## src/rtl/seed_path_index_gen.sv

```systemverilog
// seed_path_index_gen
//   For each of TAU challenged executions, reads the execution's i_star leaf
//   index and walks from that leaf towards the root of a heap-indexed seed
//   tree. At every level it emits the heap index of the sibling node. These
//   are the nodes whose seeds must be revealed.
//
// Ports
//   i_clk, i_rst      : clock, synchronous active-high reset
//   i_start           : begin a run (sampled only while idle)
//   o_done            : one-cycle completion pulse
//   o_busy            : high whenever not idle
//   o_i_star_addr     : read address into the i_star store
//   o_i_star_rd_en    : read strobe; data returns on i_i_star one cycle later
//   i_i_star          : i_star byte for the addressed execution
//   o_node_idx        : heap index of the sibling node to reveal
//   o_exec            : execution index of the current beat
//   o_level           : tree depth of the current beat (D_HYPERCUBE .. 1)
//   o_valid, i_ready  : beat handshake
module seed_path_index_gen #(
    parameter string       PARAMETER_SET = "L1",
    parameter int unsigned TAU           = 17,
    parameter int unsigned D_HYPERCUBE   = 8,
    localparam int unsigned ExecW        = (TAU > 1) ? $clog2(TAU) : 1,
    localparam int unsigned NodeW        = D_HYPERCUBE + 1
) (
    input  logic             i_clk,
    input  logic             i_rst,
    input  logic             i_start,
    output logic             o_done,
    output logic             o_busy,
    output logic [ExecW-1:0] o_i_star_addr,
    output logic             o_i_star_rd_en,
    input  logic [7:0]       i_i_star,
    output logic [NodeW-1:0] o_node_idx,
    output logic [ExecW-1:0] o_exec,
    output logic [3:0]       o_level,
    output logic             o_valid,
    input  logic             i_ready
);

    // First leaf in heap order: 2**D - 1.
    localparam logic [NodeW-1:0] LeafBase = NodeW'((2 ** D_HYPERCUBE) - 1);
    localparam logic [ExecW-1:0] LastExec = ExecW'(TAU - 1);
    localparam logic [3:0]       TopLevel = 4'(D_HYPERCUBE);

    typedef enum logic [2:0] {
        StIdle,
        StRead,
        StLatch,
        StEmit,
        StDone
    } state_e;

    state_e           state_q, state_d;
    logic [ExecW-1:0] exec_q, exec_d;
    logic [NodeW-1:0] node_q, node_d;
    logic [3:0]       level_q, level_d;

    logic [NodeW-1:0] sibling;
    logic [NodeW-1:0] parent;

    // Odd nodes are left children, so their sibling sits to the right.
    assign sibling = node_q[0] ? (node_q + 1'b1) : (node_q - 1'b1);
    assign parent  = (node_q - 1'b1) >> 1;

    always_ff @(posedge i_clk) begin
        if (i_rst) begin
            state_q <= StIdle;
            exec_q  <= '0;
            node_q  <= '0;
            level_q <= '0;
        end else begin
            state_q <= state_d;
            exec_q  <= exec_d;
            node_q  <= node_d;
            level_q <= level_d;
        end
    end

    always_comb begin
        state_d        = state_q;
        exec_d         = exec_q;
        node_d         = node_q;
        level_d        = level_q;
        o_done         = 1'b0;
        o_i_star_rd_en = 1'b0;
        o_valid        = 1'b0;
        o_node_idx     = '0;
        o_level        = '0;

        unique case (state_q)
            StIdle: begin
                if (i_start) begin
                    exec_d  = '0;
                    state_d = StRead;
                end
            end
            StRead: begin
                o_i_star_rd_en = 1'b1;
                state_d        = StLatch;
            end
            StLatch: begin
                node_d  = LeafBase + NodeW'(i_i_star);
                level_d = TopLevel;
                state_d = StEmit;
            end
            StEmit: begin
                o_valid    = 1'b1;
                o_node_idx = sibling;
                o_level    = level_q;
                if (i_ready) begin
                    if (level_q > 4'd1) begin
                        node_d  = parent;
                        level_d = level_q - 4'd1;
                    end else if (exec_q == LastExec) begin
                        state_d = StDone;
                    end else begin
                        exec_d  = exec_q + 1'b1;
                        state_d = StRead;
                    end
                end
            end
            StDone: begin
                o_done  = 1'b1;
                state_d = StIdle;
            end
            default: state_d = StIdle;
        endcase
    end

    assign o_busy        = (state_q != StIdle);
    assign o_exec        = exec_q;
    assign o_i_star_addr = exec_q;

endmodule

```

## config.mk

```make
export PLATFORM = sky130hd
export DESIGN_NAME = seed_path_index_gen
export DESIGN_NICKNAME = d
export VERILOG_FILES = /design/src/rtl/seed_path_index_gen.sv
export SDC_FILE = /design/constraint.sdc
export NUM_CORES = 1
export LEC_CHECK = 0
export CAP_MARGIN = 20
export CORE_ASPECT_RATIO = 2
export CORE_MARGIN = 2
export CORE_UTILIZATION = 45
export DETAILED_ROUTE_END_ITERATION = 12
export PLACE_DENSITY = 0.76
export SKIP_LAST_GASP = 1
export SYNTH_ARGS = -nofsm -noshare
export SYNTH_HDL_FRONTEND = slang
export SYNTH_SLANG_ARGS = --single-unit
export TNS_END_PERCENT = 1
```

## constraint.sdc

```tcl
create_clock -name i_clk -period 2.01 [get_ports i_clk]
set_input_delay 0.5025 -clock i_clk [delete_from_list [all_inputs] [get_ports i_clk]]
set_output_delay 0.5025 -clock i_clk [all_outputs]
set_load 0.02 [all_outputs]
```

==> flow_summary.yaml, run 1 <==
run_status:
  status: "finished with violations"
  violations: "negative setup slack"
yosys:
  yosys-top-cells-count: "nor2_1, dfxtp_1, nand2_1"
  synth_cell_types: 43
  async_reset_ff_share_pct: 0
  syn-cell-area_um2: 1627
  ys.warnings.count: 0
  synth_area_leaders: "dfxtp_1, xnor2_1, nor2_1"
  netlist_instances: 221
  synth_edf_count: 0
  yosysTopAreaCell: "dfxtp_1"
  syn_avg_cell_area_um2: 7.360
  synth_ff_type: "dfxtp_1"
  synth_seq_cells: 21
  synth-seq-area-share_pct: 25.85
  syn_nets: 240
  synth_top_area_share_pct: 25.85
  yosysMostFrequentCell: "nor2_1"
clocking:
  numCtsBuffers: 3
  cts_hold_buf: 0
  cts.reportedPaths.clkPinSlew_ns: 0.08
  cts_sinks: 21
  clock-root-buffer: "clkbuf_8"
  cts_tree: "done"
  worstSkewPairLatency_ns: 0.26
  cts_max_path_buffers: 2
  htree_levels: 1
cells_and_area:
  nets: 310
  fin_cells: 338
  fillCellCount: 270
  num_antenna_cells: 0
  layout-drive-gt1-share_pct: 28.28
  regArea_um2: 434.2
  multi_input_area_um2: 1121
  syn_to_final_growth_pct: 49.77
routing:
  routed-via-count: 1783
  post-route-drc-count: 0
  wire_per_inst_um: 13.23
  drt_iter0_markers: 41
  via_per_inst: 5.275
  totalWireLength_um: 4473
  first_pass_iters: 4
  drtAntennaViolNets: 0
power:
  total_power_uw: 1392
  ir_drop_mv: 0.4473
  leakagePower_uw: 0.001076
  power_density_nw_per_um2: 571.6
global_routing:
  grt_overflow: 0
  grt_pass1_vias: 1728
  grt_max_degree: 17
  grt_use_total_pct: 24.00
  antenna_found_initial: 0
  grt_pass1_wl_um: 7272
sta:
  fin_crit_sh_pct: 106.3
  finalHoldViolCount: 0
  max_freq_mhz: 468.1
  slew_headroom_pct: 64.85
  worst_pin_slew_ns: 0.5228
  timing.final.crit_period_ns: 2.136
  finalSetupViolations: 16
  drv_slew: 0
  worst_slack_ns: -0.1262
  rsz0062_at_grt: "true"
  fin_skew_ns: 0.001643
worst_setup_path:
  timing.rr.start: "state_q[2]"
  arrival_ns: 1.63
  startpoint_type: "flip-flop"
  reg2reg_depth: 6
  cp_max_fo: 4
  reg2reg_to: "o_exec[4]"
  end_kind: "primary output"
  required_ns: 1.51
  ff2ff_setup_slack_ns: 0.02
  path_class: "flip-flop to primary output"
worst_hold_path:
  holdPathEnd: "level_q[1]"
  holdPathStages: 2
  hp-start: "level_q[1]"
  min_path_type: "flip-flop to flip-flop"
die:
  dieArea_um2: 4141
  io_pins: 39
  die_w_um: 46.51
  core_um2: 3416
  num_rows: 30
  start_util_pct: 47.62
  die_h_um: 89.03
job:
  maxCapViolCount: 0
place:
  gp_congestion: 0.8557
  dp.cells: 331
  dpl.hpwl_um: 3521
  portBuffers: 38
## stage by stage
step                      setup slack, ns  TNS (ns)  area [µm²]  utilization (%)  hold WS, ns
final                             -0.1262    -1.323        2436            71.32       0.4762
after global routing              -0.2048    -2.535        2436            71.32       0.5103
after CTS                         -0.1309    -1.472        2387            69.89       0.4759
after detailed placement          -0.4625    -3.883        2320            67.91       0.4655
after global placement            -0.3923    -3.361        2320            67.91       0.4587
after floorplan                  -0.05610   -0.3150        1647                -       0.4409
## worst max path at each step
stage | start | endpoint | cells past startpoint
3_3_place_gp | node_q[0] | o_node_idx[8] | 8
4_1_cts | node_q[2] | o_node_idx[5] | 6
6_report | node_q[2] | o_node_idx[7] | 7
2_1_floorplan | node_q[3] | o_node_idx[7] | 6
5_1_grt | node_q[2] | o_node_idx[7] | 7
3_5_place_dp | node_q[0] | o_node_idx[8] | 8
## power breakdown
part / internal [µW] / total, µW / switching [µW]
clock network: 141 / 278 / 137
logic: 331 / 634 / 303
registers: 443 / 481 / 37.3
## metal layers
metal	vias to the layer above	global-route usage [%]	routed length (µm)
met5	-	0	0
met4	0	14.55	199
met3	14	2.626	123
met2	54	44.70	2517
met1	826	23.38	1633
li1	889	-	-
## critical path: stages (launching register included)
cell	delay, ns
dfxtp_4	0.36
buf_4	0.14
nor4_4	0.14
nor4b_4	0.26
a31oi_1	0.09
xor2_1	0.16
nor2_2	0.10
buf_6	0.12
## registers in the layout (all words and copies together) (netlist names)
| register | cells |
|---|---|
| state_q | 3 |
| level_q | 4 |
| o_exec | 5 |
| node_q | 9 |
## cell usage in the layout, fill, tap and decap left out, types with 3 or more instances in the layout
| cell type | synthesis | routed |
|---|---|---|
| a21oi_1 | 17 | 15 |
| buf_2 | 2 | 3 |
| buf_4 | 6 | 48 |
| clkbuf_8 | 0 | 3 |
| clkdlybuf4s50_1 | 0 | 23 |
| dfxtp_1 | 21 | 16 |
| dfxtp_4 | 0 | 3 |
| dlygate4sd2_1 | 0 | 9 |
| ha_1 | 7 | 6 |
| inv_1 | 15 | 15 |
| nand2_1 | 20 | 20 |
| nand3_1 | 6 | 5 |
| nand3b_1 | 4 | 4 |
| nor2_1 | 24 | 19 |
| nor2_2 | 0 | 5 |
| nor3_1 | 7 | 6 |
| o211ai_1 | 6 | 6 |
| o21ai_0 | 8 | 7 |
| o31ai_1 | 6 | 6 |
| or3_1 | 5 | 5 |
| xnor2_1 | 12 | 11 |
| xor2_1 | 9 | 9 |
## cell type report
cell class	instances	area share, %
multi-input combinational	164	46.02
timing repair buffer	85	29.38
sequential	21	17.82
inverter	16	2.465
tap	48	2.465
clock buffer	4	1.849
## logic make-up after synthesis
kind of cell	synth area share, %
simple gates	29.46
mux	1.231
compound gates	16.38
buf+inv	10.38
xor+xnor	11.31
flops	25.85
fa+ha+maj	5.384
## what timing repair did
item | 4_1_cts | 5_1_grt
buffers inserted | 2 | 1
resized for setup | 48 | 12
endpoints found under the setup margin | 17 | 18
pin swaps | 2 | 3
hold endpoints to repair | 0 | 0
(Power assumes the default switching activity.)
==> inputs of run 2 (changes only) <==
- ABC_AREA: unset -> 0
==> results of run 2 <==
The final DEF is identical to that of run 1; final timing and power are the same.
